`config.mk`:
```
export PLATFORM = sky130hd
export DESIGN_NAME = if_fetch_unit_flat
export DESIGN_NICKNAME = d
export VERILOG_FILES = /design/src/rtl/if_fetch_unit_if.sv /design/src/rtl/if_fetch_unit.sv /design/src/flat_wrapper.sv
export SDC_FILE = /design/constraint.sdc
export NUM_CORES = 1
export LEC_CHECK = 0
export BUFFER_PORTS_ARGS = -buffer_cell sky130_fd_sc_hd__buf_4
export CAP_MARGIN = 10
export CORE_ASPECT_RATIO = 1.5
export CORE_MARGIN = 3
export CORE_UTILIZATION = 50
export CTS_BUF_LIST = sky130_fd_sc_hd__clkbuf_8
export DETAILED_ROUTE_END_ITERATION = 10
export PLACE_DENSITY = 0.81
export SETUP_SLACK_MARGIN = 0.02
export SLEW_MARGIN = 20
export SYNTH_ARGS = -nofsm -noshare
export SYNTH_HDL_FRONTEND = slang
export SYNTH_SLANG_ARGS = --single-unit
```
`constraint.sdc`:
```
create_clock -name clk -period 5.05 [get_ports clk]
set_input_delay 0.7575 -clock clk [delete_from_list [all_inputs] [get_ports clk]]
set_output_delay 0.7575 -clock clk [all_outputs]
set_load 0.005 [all_outputs]
```
`src/rtl/if_fetch_unit_if.sv`:
```
// Instruction-memory read handshake between the fetch unit and instruction memory.
interface if_fetch_unit_if;
    logic        imem_read;
    logic [15:0] imem_address;
    logic [15:0] imem_rdata;
    logic        imem_resp;

    // Fetch unit side: issues the request, receives the word.
    modport master (
        output imem_read,
        output imem_address,
        input  imem_rdata,
        input  imem_resp
    );

    // Memory side: receives the request, returns the word.
    modport slave (
        input  imem_read,
        input  imem_address,
        output imem_rdata,
        output imem_resp
    );
endinterface

```
`src/rtl/if_fetch_unit.sv`:
```
// Instruction fetch stage of the pipelined LC-3b core.
// Owns the PC, drives the instruction-memory read handshake, buffers one word
// across a pipeline stall and squashes an in-flight read when a redirect arrives
// before the memory has answered.
module if_fetch_unit #(
    parameter logic [15:0] RESET_PC = 16'h0000,
    parameter logic [15:0] PC_STEP  = 16'd2
) (
    input  logic                   clk,
    input  logic                   reset,
    input  logic                   stall,
    input  logic                   redirect,
    input  logic [15:0]            redirect_pc,
    if_fetch_unit_if.master        imem,
    output logic [15:0]            inst_out,
    output logic [15:0]            pc_out,
    output logic                   ifid_load
);

    typedef enum logic [1:0] {
        StFetch,
        StHold,
        StSquash
    } state_e;

    state_e      state_q, state_d;
    logic [15:0] pc_q, pc_d;
    logic [15:0] pend_pc_q, pend_pc_d;
    logic [15:0] buf_inst_q, buf_inst_d;

    logic        read_c;
    logic        load_c;
    logic [15:0] inst_c;

    // State register; reset abandons any outstanding read immediately.
    always_ff @(posedge clk or negedge reset) begin
        if (!reset) begin
            state_q    <= StFetch;
            pc_q       <= RESET_PC;
            pend_pc_q  <= 16'h0000;
            buf_inst_q <= 16'h0000;
        end else begin
            state_q    <= state_d;
            pc_q       <= pc_d;
            pend_pc_q  <= pend_pc_d;
            buf_inst_q <= buf_inst_d;
        end
    end

    // Next-state and handshake/output decode; redirect outranks stall everywhere.
    always_comb begin
        state_d    = state_q;
        pc_d       = pc_q;
        pend_pc_d  = pend_pc_q;
        buf_inst_d = buf_inst_q;
        read_c     = 1'b0;
        load_c     = 1'b0;
        inst_c     = imem.imem_rdata;

        unique case (state_q)
            StFetch: begin
                read_c = 1'b1;
                if (imem.imem_resp) begin
                    if (redirect) begin
                        pc_d = redirect_pc;
                    end else if (stall) begin
                        buf_inst_d = imem.imem_rdata;
                        state_d    = StHold;
                    end else begin
                        load_c = 1'b1;
                        pc_d   = pc_q + PC_STEP;
                    end
                end else if (redirect) begin
                    // Read is in flight at the old address; remember where to go.
                    pend_pc_d = redirect_pc;
                    state_d   = StSquash;
                end
            end
            StHold: begin
                inst_c = buf_inst_q;
                if (redirect) begin
                    pc_d    = redirect_pc;
                    state_d = StFetch;
                end else if (!stall) begin
                    load_c  = 1'b1;
                    pc_d    = pc_q + PC_STEP;
                    state_d = StFetch;
                end
            end
            StSquash: begin
                // Keep the old request stable until memory completes it.
                read_c = 1'b1;
                if (imem.imem_resp) begin
                    pc_d    = redirect ? redirect_pc : pend_pc_q;
                    state_d = StFetch;
                end else if (redirect) begin
                    pend_pc_d = redirect_pc;
                end
            end
            default: begin
                state_d = StFetch;
            end
        endcase

        // Outputs take their reset values as soon as reset goes low.
        if (!reset) begin
            read_c = 1'b0;
            load_c = 1'b0;
            inst_c = 16'h0000;
        end
    end

    assign imem.imem_read    = read_c;
    assign imem.imem_address = pc_q;
    assign inst_out          = inst_c;
    assign pc_out            = pc_q + PC_STEP;
    assign ifid_load         = load_c;

endmodule
```
`src/flat_wrapper.sv`:
```
// flat-port wrapper written by rule: the top's interface ports become plain ports
module if_fetch_unit_flat 
#(
    parameter logic [15:0] RESET_PC = 16'h0000,
    parameter logic [15:0] PC_STEP  = 16'd2
)
  (clk, reset, stall, redirect, redirect_pc, inst_out, pc_out, ifid_load, imem_imem_read, imem_imem_address, imem_imem_rdata, imem_imem_resp);
  if_fetch_unit_if imem_i ();
  input  logic clk;
  input  logic reset;
  input  logic stall;
  input  logic redirect;
  input  logic [15:0] redirect_pc;
  output logic [15:0] inst_out;
  output logic [15:0] pc_out;
  output logic ifid_load;
  output wire logic [$bits(imem_i.imem_read)-1:0] imem_imem_read;
  output wire logic [$bits(imem_i.imem_address)-1:0] imem_imem_address;
  input wire logic [$bits(imem_i.imem_rdata)-1:0] imem_imem_rdata;
  input wire logic [$bits(imem_i.imem_resp)-1:0] imem_imem_resp;
  assign imem_imem_read = imem_i.imem_read;
  assign imem_imem_address = imem_i.imem_address;
  assign imem_i.imem_rdata = imem_imem_rdata;
  assign imem_i.imem_resp = imem_imem_resp;
  if_fetch_unit #(.RESET_PC(RESET_PC), .PC_STEP(PC_STEP)) u_core (.clk(clk), .reset(reset), .stall(stall), .redirect(redirect), .redirect_pc(redirect_pc), .imem(imem_i), .inst_out(inst_out), .pc_out(pc_out), .ifid_load(ifid_load));
endmodule
```
==> flow_summary.json <==
{
  "outcome": "finished clean",
  "avgSynthCellArea_um2": 10.1,
  "fin_crit_sh": 0.560,
  "nNetsFinal": 401,
  "post-route-util": 0.660,
  "post-route-min-period_ns": 2.83,
  "io_pins": 87,
  "top_layer_used": "met4",
  "clk_pin_slew_ns": 0.09,
  "rsz0062_at_grt": "no",
  "postCtsSetupRepairBufs": 0,
  "path_max_fanout": 6,
  "h-tree-depth": 2,
  "cts_tree": "done",
  "critPathLaunchType": "register",
  "cpMaxStageDelayCell": "nor4_1",
  "dpl_cell_area_um2": 3570,
  "met1_length_mm": 2.86,
  "fin_tns_setup_ns": 0,
  "netlist_area_um2": 2930,
  "start_util": 0.526,
  "antenna_found_initial": 0,
  "fp.coreArea_um2": 5570,
  "synth_area_leader_cell": "dfrtp_1",
  "cp_cell_sequence": "ha_1, nand3_1, nor4_1, xor2_1, buf_4",
  "cp-end-kind": "output port",
  "viasPerCell": 5.73,
  "post_drt_wl_per_cell_um": 16.4,
  "synthTopCellsByArea": "dfrtp_1, mux2_2, nand2_1",
  "crit_path_start": "u_core.imem.imem_address[1]",
  "syn2layout_area_growth_pct": 25.4,
  "rr_worst_depth": 3,
  "grt_util_all_layers": 0.226,
  "ys.flop_type": "dfrtp_1",
  "ys_seq_elements": 50,
  "antenna_left": 0,
  "arrival_ns": 2.07,
  "finalHoldViolCount": 0,
  "antenna_cells": 0,
  "clock_skew_ns": 0.0109,
  "grt_pass1_vias": 2454,
  "rr_startpoint": "u_core.state_q[0]",
  "worst_slew_pin_slew_ns": 0.847,
  "max_cap_viol_count": 0,
  "grt_max_degree": 69,
  "ctsHoldBuffers": 0,
  "io_buffers": 86,
  "ir_drop_v": 0.000236,
  "wl_mm": 7.14,
  "die_area_um2": 6840,
  "path_class": "register to output port",
  "min_path_type": "input port to asynchronous set/reset pin",
  "dr.first_iter.drc_count": 89,
  "design_area_um2": 3680,
  "cts_resized": 0,
  "hpwl_mm": 5.00,
  "ys_warn_count": 0,
  "cts_buffers": 5,
  "synth_nets": 328,
  "grt_pass1_wl_mm": 11.8,
  "met2WireLength_mm": 3.58,
  "vias": 2488,
  "report.final.slew_viol_count": 0,
  "synth_edf_count": 0,
  "insertion_delay_ns": 0.31,
  "grt_overflow": 0,
  "p_leak_nw": 1.67,
  "drc": 0,
  "drive_gt1_frac": 0.374,
  "crit_required_ns": 4.29,
  "synthDistinctLibCells": 50,
  "cts_sinks": 50,
  "place.gp.congestion": 0.791,
  "netlist.area_leader.share": 0.427,
  "chipWidth_um": 68.5,
  "drt-pass1-iter-count": 4,
  "route.met3.wl_um": 544,
  "synthCells": 290,
  "finalSetupViolations": 0,
  "rows": 33,
  "slowest_delay_ns": 0.56,
  "relSlewSlack": 0.435,
  "max_freq_ghz": 0.354,
  "fp.dieH_um": 99.8,
  "seq_area_frac_synth": 0.427,
  "p_per_area_nw_per_um2": 325,
  "cts_root_buffer": "clkbuf_8",
  "cts_buffer_depth": 2,
  "p_total_mw": 1.20,
  "async_flop_share": 1.00
}
logic make-up after synthesis:
family,after synthesis,synth area share
buffers and inverters,31,0.0495
AOI/OAI and AO/OA,62,0.159
xor gates and xnor gates,13,0.0388
DFF,50,0.427
adders and majority gates,1,0.00427
muxes,36,0.137
and+or+nand+nor,97,0.186
synth_stat cells, drive strengths merged (2+ instances only):
| master | count |
|---|---|
| nand4 | 2 |
| a21oi | 4 |
| nor2b | 6 |
| or4 | 2 |
| o311ai | 2 |
| nor2 | 6 |
| and3 | 2 |
| o2bb2ai | 7 |
| inv | 9 |
| a21o | 2 |
| or2 | 2 |
| mux2i | 4 |
| clkbuf | 17 |
| nor3 | 9 |
| nand3b | 2 |
| xnor2 | 7 |
| o21ai | 9 |
| a22o | 4 |
| dfrtp | 50 |
| buf | 5 |
| xor2 | 6 |
| nor4 | 4 |
| and3b | 5 |
| nand3 | 9 |
| mux2 | 32 |
| nor3b | 2 |
| nand2 | 40 |
| a221oi | 7 |
| a31oi | 3 |
| o211ai | 2 |
| a21boi | 16 |
worst paths after layout:
path                                                end  slack (ns)
setup / recovery                             pc_out[13]        2.22
hold / removal                    u_core.buf_inst_q[13]        0.51
setup reg to reg                    u_core.pend_pc_q[2]        2.86
hold reg to reg                     u_core.pend_pc_q[5]        0.51
max in group asynchronous  u_core.imem.imem_address[11]        4.05
min in group clk                    u_core.pend_pc_q[5]        0.51
per-layer routing:
layer	vias up	GRT usage
li1	1193	-
met1	1178	0.284
met2	107	0.373
met3	10	0.0403
met4	0	0.0919
met5	-	0
per-stage QoR:
stage                     std cells  hold slack (ns)  worst slack (ns)
after floorplan                 290            0.462              2.82
after global placement          426            0.481              2.44
after detailed placement        426            0.488              2.36
after CTS                       434            0.509              2.02
after global routing            434            0.522              2.02
final                           434            0.510              2.22
critical path: cells and delay by family (launching register included):
kind,cells,cell delay (ns)
xor+xnor,1,0.20
fa+ha+maj,1,0.23
buf+inv,1,0.13
flops,1,0.45
simple gates,2,0.76
registers in the layout, indices dropped and copies added, names as in the netlist:
register                  cells
u_core.pend_pc_q             16
u_core.imem.imem_address     16
u_core.buf_inst_q            16
u_core.state_q                2
layout by cell type (no fill, tap or decap), types with 2 or more instances in the layout:
| cell type | count |
|---|---|
| a21boi_0 | 16 |
| a21o_1 | 2 |
| a21oi_1 | 4 |
| a221oi_1 | 6 |
| a22o_1 | 4 |
| a31oi_1 | 3 |
| and3_1 | 2 |
| and3b_1 | 5 |
| buf_4 | 88 |
| clkbuf_8 | 5 |
| dfrtp_1 | 50 |
| inv_1 | 11 |
| mux2_2 | 32 |
| mux2i_1 | 4 |
| nand2_1 | 40 |
| nand3_1 | 7 |
| nand3_4 | 2 |
| nand3b_1 | 2 |
| nand4_1 | 2 |
| nor2_1 | 5 |
| nor2b_1 | 5 |
| nor3_1 | 9 |
| nor3b_1 | 2 |
| nor4_1 | 4 |
| o211ai_1 | 2 |
| o21ai_0 | 9 |
| o2bb2ai_1 | 7 |
| o311ai_0 | 2 |
| or2_2 | 2 |
| xnor2_1 | 7 |
| xor2_1 | 6 |
final cells by class:
class / count / area, µm²
clock inverter: 3 / 37.5
clock buffer: 5 / 68.8
tap: 70 / 87.6
fill: 472 / 1900
multi-input combinational: 209 / 1540
inverter: 9 / 33.8
timing repair buffer: 88 / 661
sequential: 50 / 1250
power by group:
part           internal, mW  total, mW  switching (mW)
Sequential            0.481      0.567          0.0851
Combinational         0.210      0.356           0.146
Clock                 0.144      0.275           0.131
Total                 0.836       1.20           0.361
Power figures use the tool's default switching activity.
